File: config.mk
export PLATFORM = sky130hd
export DESIGN_NAME = ps2_move_decoder
export DESIGN_NICKNAME = d
export VERILOG_FILES = /design/src/rtl/ps2_codes_pkg.sv /design/src/rtl/ps2_seq_timer.sv /design/src/rtl/ps2_move_decoder.sv
export SDC_FILE = /design/constraint.sdc
export NUM_CORES = 1
export LEC_CHECK = 0
export BUFFER_PORTS_ARGS = -buffer_cell sky130_fd_sc_hd__buf_2
export CAP_MARGIN = 10
export CORE_MARGIN = 3
export CORE_UTILIZATION = 39
export CTS_CLUSTER_DIAMETER = 80
export DETAILED_ROUTE_END_ITERATION = 8
export GPL_TIMING_DRIVEN = 0
export HOLD_SLACK_MARGIN = 0.03
export PLACE_DENSITY = 0.65
export SETUP_SLACK_MARGIN = 0.15
export SYNTH_ARGS = -nofsm -noshare
export SYNTH_HDL_FRONTEND = slang
export SYNTH_HIERARCHICAL = 1
export SYNTH_SLANG_ARGS = --single-unit
File: constraint.sdc
create_clock -name Clock -period 2.85 [get_ports Clock]
set_input_delay 0.285 -clock Clock [delete_from_list [all_inputs] [get_ports Clock]]
set_output_delay 0.285 -clock Clock [all_outputs]
set_load 0.05 [all_outputs]
File: src/rtl/ps2_codes_pkg.sv
// Shared PS/2 scan-code constants and the decoder state encoding.
package ps2_codes_pkg;

  localparam logic [7:0] SC_EXT = 8'hE0;
  localparam logic [7:0] SC_BRK = 8'hF0;
  localparam logic [7:0] SC_ACK = 8'hFA;
  localparam logic [7:0] SC_BAT = 8'hAA;
  localparam logic [7:0] SC_UP  = 8'h75;
  localparam logic [7:0] SC_RT  = 8'h74;
  localparam logic [7:0] SC_LF  = 8'h6B;
  localparam logic [7:0] SC_W   = 8'h1D;
  localparam logic [7:0] SC_D   = 8'h23;
  localparam logic [7:0] SC_A   = 8'h1C;

  typedef enum logic [1:0] {
    IDLE    = 2'd0,
    EXT     = 2'd1,
    BRK     = 2'd2,
    EXT_BRK = 2'd3
  } ps2_state_e;

endpackage

File: src/rtl/ps2_seq_timer.sv
// Inter-byte watchdog: counts while run is high, restarts on clear,
// and pulses expire on the cycle the count reaches TIMEOUT_CYCLES-1.
module ps2_seq_timer #(
  parameter int TIMEOUT_CYCLES = 2_500_000,
  parameter int CNT_W          = 22
) (
  input  logic Clock,
  input  logic Reset,
  input  logic clear,
  input  logic run,
  output logic expire
);

  localparam logic [CNT_W-1:0] LAST = CNT_W'(TIMEOUT_CYCLES - 1);

  logic [CNT_W-1:0] count;

  // A clear in the same cycle suppresses expiry, so a byte arriving just in time still counts.
  assign expire = run && !clear && (count == LAST);

  always_ff @(posedge Clock) begin
    if (Reset || clear || !run || expire) begin
      count <= '0;
    end else begin
      count <= count + 1'b1;
    end
  end

endmodule

File: src/rtl/ps2_move_decoder.sv
// Turns the PS/2 make/break byte stream into held-level move commands
// (forward/right/left) for the game core, including E0-extended arrow keys.
module ps2_move_decoder
  import ps2_codes_pkg::*;
#(
  parameter int TIMEOUT_CYCLES = 2_500_000,
  parameter int CNT_W          = 22
) (
  input  logic       Clock,
  input  logic       Reset,
  input  logic       Enable,
  input  logic [7:0] ps2_byte,
  input  logic       ps2_byte_valid,
  output logic       moveForward,
  output logic       moveRight,
  output logic       moveLeft,
  output logic       key_event,
  output logic       seq_error
);

  localparam logic [7:0] SC_ERR0 = 8'h00;
  localparam logic [7:0] SC_ERR1 = 8'hFF;

  localparam int UP_ARR = 5;
  localparam int RT_ARR = 4;
  localparam int LF_ARR = 3;
  localparam int W_KEY  = 2;
  localparam int D_KEY  = 1;
  localparam int A_KEY  = 0;

  ps2_state_e state, state_next;
  logic [5:0] held, held_next;
  logic       err_next;
  logic       timer_clear, timer_run, timeout;
  logic       fwd_next, rt_raw, lf_raw;

  assign timer_run   = Enable && (state != IDLE);
  assign timer_clear = !Enable || ps2_byte_valid || (state == IDLE);

  ps2_seq_timer #(
    .TIMEOUT_CYCLES(TIMEOUT_CYCLES),
    .CNT_W         (CNT_W)
  ) u_timer (
    .Clock (Clock),
    .Reset (Reset),
    .clear (timer_clear),
    .run   (timer_run),
    .expire(timeout)
  );

  always_comb begin
    state_next = state;
    held_next  = held;
    err_next   = 1'b0;
    if (!Enable) begin
      state_next = IDLE;
      held_next  = '0;
    end else if (ps2_byte_valid) begin
      if (ps2_byte == SC_ACK || ps2_byte == SC_BAT) begin
        state_next = state;
      end else if (ps2_byte == SC_ERR0 || ps2_byte == SC_ERR1) begin
        state_next = IDLE;
        held_next  = '0;
        err_next   = 1'b1;
      end else begin
        case (state)
          IDLE: begin
            if (ps2_byte == SC_EXT) begin
              state_next = EXT;
            end else if (ps2_byte == SC_BRK) begin
              state_next = BRK;
            end else begin
              case (ps2_byte)
                SC_W:    held_next[W_KEY] = 1'b1;
                SC_D:    held_next[D_KEY] = 1'b1;
                SC_A:    held_next[A_KEY] = 1'b1;
                default: held_next = held;
              endcase
            end
          end
          EXT: begin
            state_next = IDLE;
            if (ps2_byte == SC_BRK) begin
              state_next = EXT_BRK;
            end else begin
              case (ps2_byte)
                SC_UP:   held_next[UP_ARR] = 1'b1;
                SC_RT:   held_next[RT_ARR] = 1'b1;
                SC_LF:   held_next[LF_ARR] = 1'b1;
                default: held_next = held;
              endcase
            end
          end
          BRK: begin
            state_next = IDLE;
            case (ps2_byte)
              SC_W:    held_next[W_KEY] = 1'b0;
              SC_D:    held_next[D_KEY] = 1'b0;
              SC_A:    held_next[A_KEY] = 1'b0;
              default: held_next = held;
            endcase
          end
          EXT_BRK: begin
            state_next = IDLE;
            case (ps2_byte)
              SC_UP:   held_next[UP_ARR] = 1'b0;
              SC_RT:   held_next[RT_ARR] = 1'b0;
              SC_LF:   held_next[LF_ARR] = 1'b0;
              default: held_next = held;
            endcase
          end
          default: state_next = IDLE;
        endcase
      end
    end else if (timeout) begin
      state_next = IDLE;
      err_next   = 1'b1;
    end
  end

  assign fwd_next = held_next[UP_ARR] | held_next[W_KEY];
  assign rt_raw   = held_next[RT_ARR] | held_next[D_KEY];
  assign lf_raw   = held_next[LF_ARR] | held_next[A_KEY];

  // Opposing directions cancel each other; forward is independent of that.
  always_ff @(posedge Clock) begin
    if (Reset) begin
      state       <= IDLE;
      held        <= '0;
      moveForward <= 1'b0;
      moveRight   <= 1'b0;
      moveLeft    <= 1'b0;
      key_event   <= 1'b0;
      seq_error   <= 1'b0;
    end else begin
      state       <= state_next;
      held        <= held_next;
      moveForward <= fwd_next;
      moveRight   <= rt_raw & ~lf_raw;
      moveLeft    <= lf_raw & ~rt_raw;
      key_event   <= Enable && (held_next != held);
      seq_error   <= err_next;
    end
  end

endmodule

-- Yosys cells after proc, flatten, opt, wreduce, memory -nomap -nowiden
Index checks and enable logic that the tools add are counted.
- bitwise gates (word level): 8
- equal/unequal tests: 18
- reductions and logical operators: 21
- add/sub/neg operators: 1
- mux-type cells: 32
- operators with widths (kind ; count):
    == test 8 bit (second input constant) ; 5
    two-way mux 6 bit ; 5
    == test 8 x 7 -> 1 bit (second input constant) ; 3
    one-hot mux 6 bit (4 select lines) ; 1
    adder 22 x 1 -> 22 bit (second input constant) ; 1
    == test 22 bit (second input constant) ; 1
    == test 8 x 5 -> 1 bit (second input constant) ; 2
    two-way mux 1 bit ; 16
    two-way mux 2 bit ; 7
    == test 8 x 6 -> 1 bit (second input constant) ; 1
    zero test 8 bit ; 1
    logical OR 1 bit ; 7
    two-way mux 3 bit ; 2
    != test 6 bit ; 1
    one-hot mux 2 bit (3 select lines) ; 1
    != test 5 x 2 -> 1 bit (second input constant) ; 1
    == test 2 bit (second input constant) ; 2
    logical AND 1 bit ; 4
    nonzero test 2 bit ; 2
    OR reduction 2 bit ; 2
    zero test 1 bit ; 3
    inverter 1 bit ; 3
    OR 1 bit ; 3
    AND reduction 3 bit ; 1
    4 further kinds ; 5
- bits of input ports: 12
- output and inout bits: 5
- register bits: 35
- word-level logic and storage cells: 88

-- Logic depth before layout (Yosys ltp)
Gate-level depths: netlist of the first run.
- word-level depth: 12
- gate-level depth with buffers: 9

-- Cells and area by module
Netlist of the first run, hierarchy kept.
- modules (own cells, without submodules) (module ; instances ; seq. area each (um^2) ; cells an instance ; area an instance (um^2)):
    ps2_seq_timer ; 1 ; 440.4 ; 122 ; 1034.7
    ps2_move_decoder ; 1 ; 260.2 ; 120 ; 932.1

-- Least setup slack after synthesis of the first run
Ideal clock, no wire load.
- path type: flip-flop to flip-flop
- start point: register u_timer.count[0]
- end point: register u_timer.count[6]
- arrival: 1737 ps
- required time: 2722 ps
- setup time: 128 ps
- stages on the path, launching flop included: 8
- period minus slack after synthesis: 1864 ps
- path buffers: 2
- setup slack: 986 ps
- cells stage by stage: dfxtp_1 > ha_1 > and4_2 > clkbuf_1 > nand4_1 > o211ai_1 > clkbuf_1 > nor2_1
- longest elaborated chain between the ends: 3
- elaborated cells on any way between the ends: 4
- RTL lines (item ; line ; RTL):
    start, declared ; ps2_seq_timer.sv:16 ; logic [CNT_W-1:0] count;
    start signal, assigned ; ps2_seq_timer.sv:25 ; count <= count + 1'b1;
    branches (longest 3 deep; another with adder 22 x 1 -> 22 bit) ; -- ;
Parallel ways; which one is timed is not known.
A chain may end at the register's enable or synchronous reset.

-- Worst setup path in the final report of the first run
Ends and elaborated chain as after synthesis.

==> metrics.md, run 1 <==
| Metric | Value |
|---|---|
| Sequential share of the synthesized area | approximately 36% |
| Routed wire length | roughly 4300 um |
| Fin nets | about 280 |
| Met1 usage | between 20% and 30% |
| Starting Density | 41.1% |
| First-pass GRT wire length | 7760 um |
| Largest area contributor in the netlist | dfxtp_1 |
| Post-synth EDFFs | 0 |
| Worst path bufs/invs | 2 |
| Clock share of power | about two fifths |
| Ant diodes | 0 |
| IO Port Bufs | 13 |
| Synth-to-layout area growth | 11.9% |
| Mapped Avg Cell Area | approximately 8.1 um^2 |
| Peak VDD IR | 0.284 mV |
| Min cycle time layout | ~2.3 ns |
| FF-to-FF Start | u_timer/count[0] |
| Cell-internal power | approximately 680 uW |
| Clock transition at the registers of the reported paths | around 0.070 ns |
| Synthesized flop and latch total | 35 |
| Maximum clock rate | 0.437 GHz |
| Overflow after GRT | 0 |
| Crit path cell chain | ha_1, and4_2, clkbuf_1, nand4_1, o211ai_1, clkbuf_1, nor2_1 |
| Chip Width | 77.0 um |
| Routability Congestion | about 0.86 |
| Gate Count Post-Synth | between 200 and 250 |
| Synth cell count leaders | 35 x dfxtp_1, 23 x nor2_1, 20 x nand2_1, 18 x a21oi_1, 14 x o21ai_0 |
| Cell with the most instances after synthesis | dfxtp_1 |
| Met3 Use GR | 4.23% |
| Antenna Nets Post-Route | 0 |
| CP startpoint kind | register |
| Gr usage total | about 16% |
| CTS resizes | 0 |
| CP delay by family, top | buffers and inverters |
| First-iteration detailed-routing DRC count | 86 |
| Final hold violation count | 0 |
| Io pins | 17 |
| CP endpoint kind | register |
| Crit path launch | u_timer/count[0] |
| Combinational Power Share | 6.4% |
| Non-filler cells, final | 330 |
| Worst-Margin Slew | 0.515 ns |
| Chip height | slightly below 80 um |
| Synthesized net count | approximately 260 |
| Root Driver | clkbuf_8 |
| Seq. cell area | between 700 and 800 um^2 |
| Post-synth top area share | ~36% |
| Maximum number of pins on one net before global-route repair | 12 |
| Most used cell, CP | clkbuf_1 |
| Layout Skew | 0.00606 ns |
| CP Class | reg2reg |
| CP required | approximately 3 ns |
| Routed vias | 1,843 |
| Total CTS buffers | 5 |
| Std-Cell Rows | 25 |
| Power per Cell Area | around 410 nW/um^2 |
| HP Class | in2reg |
| Hold_buf cts | 0 |
| Number of global-route vias before repair | between 1,500 and 2,000 |
| Die ar. | 5930 um^2 |
| Footprint of the multi-input gates | approximately 1200 um^2 |
| DRT Pass-1 Iters | 4 |
| NetSw | 212 uW |
| Layout cells sized above 1 | approximately 16% |
| Longest Clk Path Bufs | 2 |
| Vias per cell | 5.58 |
| Max-cap violations | 0 |
| Hpwl dp | approximately 3200 um |
| WL/cell | between 10 and 15 um |
| Asr flop ratio synth | 0% |
| Synth top area cells | dfxtp_1 36%, a21oi_1 4.6%, nor2_1 4.4% |
| Hold_sp | Enable |
| Synth cell types | 54 |
| DR DRC count | 0 |
| Pleak | approximately 0.72 nW |
| Sequential cell fraction of total power | roughly 55% |
| Slew Limit Fails | 0 |
| # setup viols final | 0 |
| Worst rel slew slack | between 60% and 70% |
| CP arrival | 2.45 ns |
| Global-route met2 utilization | about a quarter |
| Placed cells | about 320 |
| H-tree Lvls | 2 |
| Gr busiest metal | met2 |
| Status | complete, no violations |
| Yosys Warn Count | 6 |
| Clk sinks | 35 |
| Slowest CP cell | clkbuf_1 |
| Setup TNS | 0 ns |
| Crit Path Max Fanout | 10 |
| Switching Share | between 20% and 30% |
| Crit-path max cell delay | around 0.43 ns |
| CTS tree | yes |
| Top_reg_cell synth | dfxtp_1 |
| Mapped cell area | between 1500 and 2000 um^2 |
| Post-CTS Setup Bufs | 0 |
| Core ar. | around 4800 um^2 |
| RSZ-0062 raised after global routing | false |
| Clk Latency, worst-skew pair | between 0.2 and 0.3 ns |
| Initial antenna violation count | 0 |
| Period Utilization, post-route | 80.3% |
| Fillers | approximately 480 |
-- area by class of cell --
cell class | instances | area share [%]
clock inverters | 2 | 0.569
well taps | 67 | 3.81
repair buffers | 13 | 2.96
plain buffers | 9 | 2.62
flip-flops and latches | 35 | 31.8
multi-input cells | 188 | 53.2
clock buffers | 6 | 3.30
inverters | 10 | 1.71
-- power groups by stage --
| stage | Clock (mW) | Combinational [mW] | Sequential [mW] |
|---|---|---|---|
| finish | 0.347 | 0.0569 | 0.489 |
| global route | 0.382 | 0.0633 | 0.489 |
| CTS | 0.359 | 0.0566 | 0.489 |
| detailed placement | 0 | 0.0564 | 0.501 |
| global placement | 0 | 0.0559 | 0.501 |
| floorplan | 0 | 0.0347 | 0.502 |
-- registers in the layout, summed over array words and instances (netlist names) --
signal and flops:
key_event 1, moveRight 1, seq_error 1, moveForward 1, moveLeft 1, held 6
u_timer/count 22, state 2
-- cell families after synthesis --
logic type,count (synthesis),synth area share [%]
simple gates,120,36.3
compound gates,54,16.7
flops,35,35.6
buf+inv,19,4.83
xor+xnor,12,5.34
mux,1,0.509
fa+ha+maj,1,0.636
-- through the flow --
stage	hold slack (ns)	utilization, %	instance area (um^2)	setup slack [ns]	total power [mW]
after floorplan	0.375	-	1970	0.986	0.537
after global placement	0.446	44.2	2120	0.558	0.557
after detailed placement	0.460	44.2	2120	0.537	0.557
after CTS	0.276	46.0	2200	0.526	0.905
after global routing	0.284	46.0	2200	0.249	0.934
final	0.281	46.0	2200	0.561	0.893
-- routing by layer --
layer | part of all wire (%) | vias to the layer above
met5 | 0 | -
met2 | 46 | 36
met1 | 49 | 872
met4 | 1.5 | 0
li1 | - | 928
met3 | 3.8 | 7
-- cells in the final DEF (no fill, tap or decap), drive strengths merged, types with 6 or more instances in the layout --
master  count
nor2       25
nand3      13
nand2      21
inv        10
xnor2       6
nand4       9
dfxtp      35
clkbuf     11
a21oi      18
nor3        7
nor4        6
buf        17
o21ai      15
xor2        6
-- worst paths after layout --
path / end / slack, ns / cells after the start
setup / recovery: u_timer/count[6] / 0.56 / 7
hold / removal: moveLeft / 0.28 / 2
setup reg to reg: u_timer/count[6] / 0.56 / 7
hold reg to reg: u_timer/count[0] / 0.47 / 1
No activity file was read; power rests on OpenSTA's default activity.
==> run 2: changes to the inputs <==
--- a/config.mk
+++ b/config.mk
@@ -13,7 +13,7 @@
 export DETAILED_ROUTE_END_ITERATION = 8
 export GPL_TIMING_DRIVEN = 0
 export HOLD_SLACK_MARGIN = 0.03
-export PLACE_DENSITY = 0.65
+export PLACE_DENSITY = 0.67
 export SETUP_SLACK_MARGIN = 0.15
 export SYNTH_ARGS = -nofsm -noshare
 export SYNTH_HDL_FRONTEND = slang
==> constraint.sdc (replaced) <==
create_clock -name Clock -period 2.05 [get_ports Clock]
set_input_delay 0.205 -clock Clock [delete_from_list [all_inputs] [get_ports Clock]]
set_output_delay 0.205 -clock Clock [all_outputs]
set_load 0.05 [all_outputs]
==> metrics.md, run 2 (synthesis results as in run 1) <==
| Metric | Value |
|---|---|
| Status | complete, no violations |
| Fin nets | 279 (+1.5%) |
| Slew Limit Fails | 0 (unchanged) |
| IO Port Bufs | 13 (unchanged) |
| DR DRC count | 0 (unchanged) |
| Initial antenna violation count | 0 (unchanged) |
| Ant diodes | 0 (unchanged) |
| Maximum clock rate | 0.548 GHz (+25%) |
| Routed vias | 1,824 (-1.0%) |
| Hold_buf cts | 0 (unchanged) |
| Slowest CP cell | dfxtp_1 |
| Clk Latency, worst-skew pair | 0.28 ns (about the same) |
| First-pass GRT wire length | 7750 um (about the same) |
| Largest reg by FF count | u_timer/count |
| Seq. cell area | 707 um^2 (+0.89%) |
| DRT Pass-1 Iters | 4 (unchanged) |
| CP endpoint kind | register |
| Vias per cell | 5.48 (-1.9%) |
| HP Class | in2reg |
| Total Power | 1.23 mW (+38%) |
| Final core occ | 47.3% (+1.3 points) |
| Routability Congestion | 0.865 (+0.35%) |
| Crit-path max cell delay | 0.37 ns (-0.06 ns) |
| Max-cap violations | 0 (unchanged) |
| Placed cell areas | 2120 um^2 (unchanged) |
| Overflow after GRT | 0 (unchanged) |
| Fillers | 495 (+2.9%) |
| RSZ-0062 raised after global routing | true |
| Hold Path Stages | 2 (unchanged) |
| Layout Skew | 0.00965 ns (+0.00359 ns) |
| Synth-to-layout area growth | 15.1% |
| CP arrival | 2.00 ns (-0.45 ns) |
| Clk sinks | 35 (unchanged) |
| Die ar. | 5930 um^2 (unchanged) |
| Io pins | 17 (unchanged) |
| Most common cell after layout, fill and taps aside | dfxtp_1 |
| Core ar. | 4790 um^2 (unchanged) |
| Worst rel slew slack | 74.9% (+9.5 points) |
| Root Driver | clkbuf_8 |
| Std-Cell Rows | 25 (unchanged) |
| Hpwl dp | 3300 um (+2.7%) |
| Maximum number of pins on one net before global-route repair | 12 (unchanged) |
| Regs by FF count | u_timer/count: 22 flops, held: 6 flops, state: 2 flops |
| CP required | 2.23 ns (-0.78 ns) |
| Worst-Margin Slew | 0.373 ns (-0.142 ns) |
| Clock transition at the registers of the reported paths | 0.07 ns (about the same) |
| Antenna Nets Post-Route | 0 (unchanged) |
| Non-filler cells, final | 333 (+0.91%) |
| # setup viols final | 0 (unchanged) |
| Min cycle time layout | 1.83 ns (-0.464 ns) |
| Placed cells | 322 (unchanged) |
| Period Utilization, post-route | 89.1% (+8.7 points) |
| Power per Cell Area | 543 nW/um^2 (+34%) |
| Layout cells sized above 1 | 21.1% (+5.1 points) |
| Starting Density | 41.1% (unchanged) |
| Gr usage total | 15.8% (-0.11 points) |
| Footprint of the multi-input gates | 1180 um^2 (+0.96%) |
| Number of global-route vias before repair | 1,729 (+1.9%) |
| WL/cell | 13.5 um (+2.3%) |
| Chip height | 77.0 um (unchanged) |
| CP Class | reg2reg |
| Most frequent cells in the layout | 32 x dfxtp_1, 23 x nor2_1, 20 x nand2_1 |
| CP startpoint kind | register |
| Worst path bufs/invs | 2 (unchanged) |
| CP delay by family, top | simple AND/OR/NAND/NOR gates |
| Total CTS buffers | 5 (unchanged) |
| Worst r2r path cells | 7 (unchanged) |
| Chip Width | 77.0 um (unchanged) |
| Crit path cell chain | ha_2, and4_4, nand4_1, o211ai_1, buf_4, clkdlybuf4s15_2, nor2_1 |
| Peak VDD IR | 0.525 mV (+85%) |
| Critical path depth | 7 (unchanged) |
| Crit Path Max Fanout | 7 (-3) |
| Longest Clk Path Bufs | 2 (unchanged) |
| H-tree Lvls | 2 (unchanged) |
| Pleak | 0.749 nW (+4.7%) |
| Routed wire length | 4480 um (+3.2%) |
| Final hold slack | 0.224 ns (-0.0568 ns) |
| First-iteration detailed-routing DRC count | 88 (+2.3%) |
| Max FFs per register | 22 (unchanged) |
| Design area | 2260 um^2 (+2.9%) |
| CTS tree | yes |
| Final hold violation count | 0 (unchanged) |
## run 2: cell type report
| class | instances | share of cell area [%] |
|---|---|---|
| Multi-Input combinational cell | 188 | 52.2 |
| Tap cell | 67 | 3.70 |
| Sequential cell | 35 | 31.2 |
| Buffer | 8 | 2.87 |
| Inverter | 10 | 1.66 |
| Clock buffer | 5 | 3.04 |
| Timing Repair Buffer | 18 | 4.70 |
| Clock inverter | 2 | 0.608 |
## run 2: timing repair
action | in CTS | in global routing
setup buffers | 2 | 2
gates resized for setup | 6 | 11
pin swaps | 1 | 1
cloned | 0 | 1
setup endpoints to repair | 21 | 24
## run 2: final timing paths
kind | startpoint | to | slack (ns)
worst max-delay path | u_timer/count[0] | u_timer/count[5] | 0.22
worst min-delay path | Enable | moveLeft | 0.22
worst max register to register | u_timer/count[0] | u_timer/count[5] | 0.22
worst min register to register | u_timer/count[0] | u_timer/count[0] | 0.47
## run 2: metal layers
metal	track usage [%]	part of all wire (%)	up-vias
met4	5.52	0.98	0
met2	25.5	47	26
met3	4.23	3.5	4
li1	-	-	935
met1	20.3	49	859
met5	0	0	-
## run 2: per-stage QoR
step                setup WS [ns]  setup TNS (ns)
detailed placement         -0.260           -4.69
global route               0.0942               0
finish                      0.224               0
floorplan                   0.186               0
global placement           -0.225           -4.02
CTS                         0.162               0
## run 2: report_power, final
group          internal (mW)  leakage [nW]  switching, mW
logic                 0.0293         0.421         0.0511
registers              0.679         0.284       0.000159
clock network          0.232        0.0440          0.238
==> run 3: changes to the inputs <==
--- a/config.mk
+++ b/config.mk
@@ -7,13 +7,15 @@
 export LEC_CHECK = 0
 export BUFFER_PORTS_ARGS = -buffer_cell sky130_fd_sc_hd__buf_2
 export CAP_MARGIN = 10
+export CELL_PAD_IN_SITES_DETAIL_PLACEMENT = 1
+export CELL_PAD_IN_SITES_GLOBAL_PLACEMENT = 2
 export CORE_MARGIN = 3
-export CORE_UTILIZATION = 39
+export CORE_UTILIZATION = 38
 export CTS_CLUSTER_DIAMETER = 80
 export DETAILED_ROUTE_END_ITERATION = 8
 export GPL_TIMING_DRIVEN = 0
 export HOLD_SLACK_MARGIN = 0.03
-export PLACE_DENSITY = 0.67
+export PLACE_DENSITY = 0.93
 export SETUP_SLACK_MARGIN = 0.15
 export SYNTH_ARGS = -nofsm -noshare
 export SYNTH_HDL_FRONTEND = slang
==> constraint.sdc (replaced) <==
create_clock -name Clock -period 2.35 [get_ports Clock]
set_input_delay 0.235 -clock Clock [delete_from_list [all_inputs] [get_ports Clock]]
set_output_delay 0.235 -clock Clock [all_outputs]
set_load 0.05 [all_outputs]
==> metrics.md, run 3 (synthesis results as in run 1) <==
| Metric | Value |
|---|---|
| First-pass GRT wire length | 9110 um (+18%) |
| Pleak | 0.727 nW (-2.9%) |
| DR DRC count | 0 (unchanged) |
| Clk sinks | 35 (unchanged) |
| Io pins | 17 (unchanged) |
| First-iteration detailed-routing DRC count | 140 (+59%) |
| DRT Pass-1 Iters | 4 (unchanged) |
| CTS tree | yes |
| Antenna Nets Post-Route | 0 (unchanged) |
| Clock transition at the registers of the reported paths | 0.06 ns (about the same) |
| Slowest CP cell | or4_4 |
| Number of global-route vias before repair | 1,871 (+8.2%) |
| Synth-to-layout area growth | 12.0% |
| Global-route met2 utilization | 27.7% (+2.2 points) |
| CP Class | reg2reg |
| WL/cell | 15.6 um (+16%) |
| Setup WS post-layout | 0.434 ns (+0.210 ns) |
| Peak VDD IR | 0.283 mV (-46%) |
| Chip Width | 77.9 um (+1.2%) |
| Switching Share | 22.9% (-0.63 points) |
| Status | complete, no violations |
| Non-filler cells, final | 329 (-1.2%) |
| Chip height | 77.9 um (+1.2%) |
| Crit path cell chain | nand3_2, or4_4, buf_6, or4_1, a21oi_1 |
| Routed vias | 1,859 (+1.9%) |
| Worst-Margin Slew | 0.449 ns (+0.0760 ns) |
| Final core occ | 45.4% (-1.9 points) |
| Hpwl dp | 3830 um (+16%) |
| Std-Cell Rows | 25 (unchanged) |
| Layout Skew | 0.00267 ns (-0.00698 ns) |
| Longest Clk Path Bufs | 2 (unchanged) |
| Gr busiest metal | met2 |
| Max-cap violations | 0 (unchanged) |
| IO Port Bufs | 13 (unchanged) |
| Crit-path max cell delay | 0.57 ns (+0.20 ns) |
| Maximum number of pins on one net before global-route repair | 11 (-1) |
| Vias per cell | 5.65 (+3.2%) |
| Crit Path Max Fanout | 10 (+3) |
| Core ar. | 4850 um^2 (+1.3%) |
| Placed cells | 322 (unchanged) |
| Layout cells sized above 1 | 17.2% (-3.9 points) |
| RSZ-0062 raised after global routing | false |
| Power per Cell Area | 481 nW/um^2 (-11%) |
| Period Utilization, post-route | 81.5% (-7.5 points) |
| NetSw | 243 uW (-16%) |
| Combinational Power Share | 6.8% (+0.3 points) |
| Hold_buf cts | 0 (unchanged) |
| CP endpoint kind | register |
| Fin nets | 276 (-1.1%) |
| CP startpoint kind | register |
| Slew Limit Fails | 0 (unchanged) |
| Overflow after GRT | 0 (unchanged) |
| Ant diodes | 0 (unchanged) |
| Min cycle time layout | 1.92 ns (+0.0903 ns) |
| Maximum clock rate | 0.522 GHz (-4.7%) |
| HP Class | in2reg |
| Most common cell after layout, fill and taps aside | dfxtp_1 |
| Starting Density | 40.6% (-0.53 points) |
| Setup slack at placement | -0.00361 ns (+0.256 ns) |
| CP delay by family, top | simple AND/OR/NAND/NOR gates |
| CP arrival | 2.13 ns (+0.13 ns) |
| Initial antenna violation count | 0 (unchanged) |
| Most frequent cells in the layout | 35 x dfxtp_1, 23 x nor2_1, 20 x nand2_1 |
| Worst rel slew slack | 69.8% (-5.1 points) |
| Met1 usage | 26.2% (+5.9 points) |
| Clock share of power | 37.1% (-1.1 points) |
| # setup viols final | 0 (unchanged) |
| Final hold violation count | 0 (unchanged) |
| Cell-internal power | 816 uW (-13%) |
| Regs by FF count | u_timer/count: 22 flops, held: 6 flops, state: 2 flops |
| Max FFs per register | 22 (unchanged) |
| CP required | 2.57 ns (+0.34 ns) |
| Routed wire length | 5140 um (+15%) |
| Largest reg by FF count | u_timer/count |
| Met3 Use GR | 4.99% (+0.76 points) |
| Total CTS buffers | 5 (unchanged) |
| Root Driver | clkbuf_8 |
| Routability Congestion | 0.852 (-1.6%) |
| Die ar. | 6080 um^2 (+2.4%) |
| Gr usage total | 19.0% (+3.1 points) |
| Clk Latency, worst-skew pair | 0.28 ns (about the same) |
| Sequential cell fraction of total power | 56.1% (+0.9 points) |
| H-tree Lvls | 2 (unchanged) |
| Worst path bufs/invs | 1 (-1) |
==> run 3: worst register-to-register path: stages, from the launching register on <==
cell and delay [ns]:
dfxtp_1 0.43, nand3_2 0.15, or4_4 0.57, buf_6 0.16
or4_1 0.39, a21oi_1 0.15
==> run 3: power groups by stage <==
stage / logic (mW) / registers (mW) / clock network [mW]
floorplan: 0.0420 / 0.609 / 0
global placement: 0.0700 / 0.607 / 0
detailed placement: 0.0718 / 0.607 / 0
CTS: 0.0719 / 0.594 / 0.416
global route: 0.0801 / 0.593 / 0.450
finish: 0.0723 / 0.594 / 0.393
==> run 3: metal layers <==
layer,share of wire [%],vias up
met3,3.3,5
met5,0,-
met4,0.95,0
met2,45,31
li1,-,936
met1,51,887
==> run 3: layout make-up <==
class	count	area [um^2]
timing repair buffer	15	80.1
inverter	10	37.5
tap	67	83.8
fill	612	2650
sequential	35	701
clock buffer	6	72.6
buffer	8	57.6
multi-input combinational	188	1170
==> run 3: timing repair <==
item	in CTS	in global routing
pin swaps	1	0
endpoints found under the setup margin	20	20
setup buffers	2	0
gates resized for setup	2	2
==> run 3: metrics by stage <==
step,TNS (ns),power (mW),instance area (um^2),hold WS (ns)
after floorplan,0,0.651,1970,0.325
after global placement,-0.00734,0.677,2120,0.447
after detailed placement,-0.00361,0.679,2120,0.451
after CTS,0,1.08,2210,0.235
after global routing,0,1.12,2200,0.237
final,0,1.06,2200,0.248
==> run 3: final timing paths <==
path	from	to	slack, ns	cells after the start
hold reg to reg	u_timer/count[0]	u_timer/count[0]	0.47	1
setup reg to reg	u_timer/count[2]	u_timer/count[19]	0.43	5
hold / removal	ps2_byte[4]	state[0]	0.25	4
setup / recovery	u_timer/count[2]	u_timer/count[19]	0.43	5
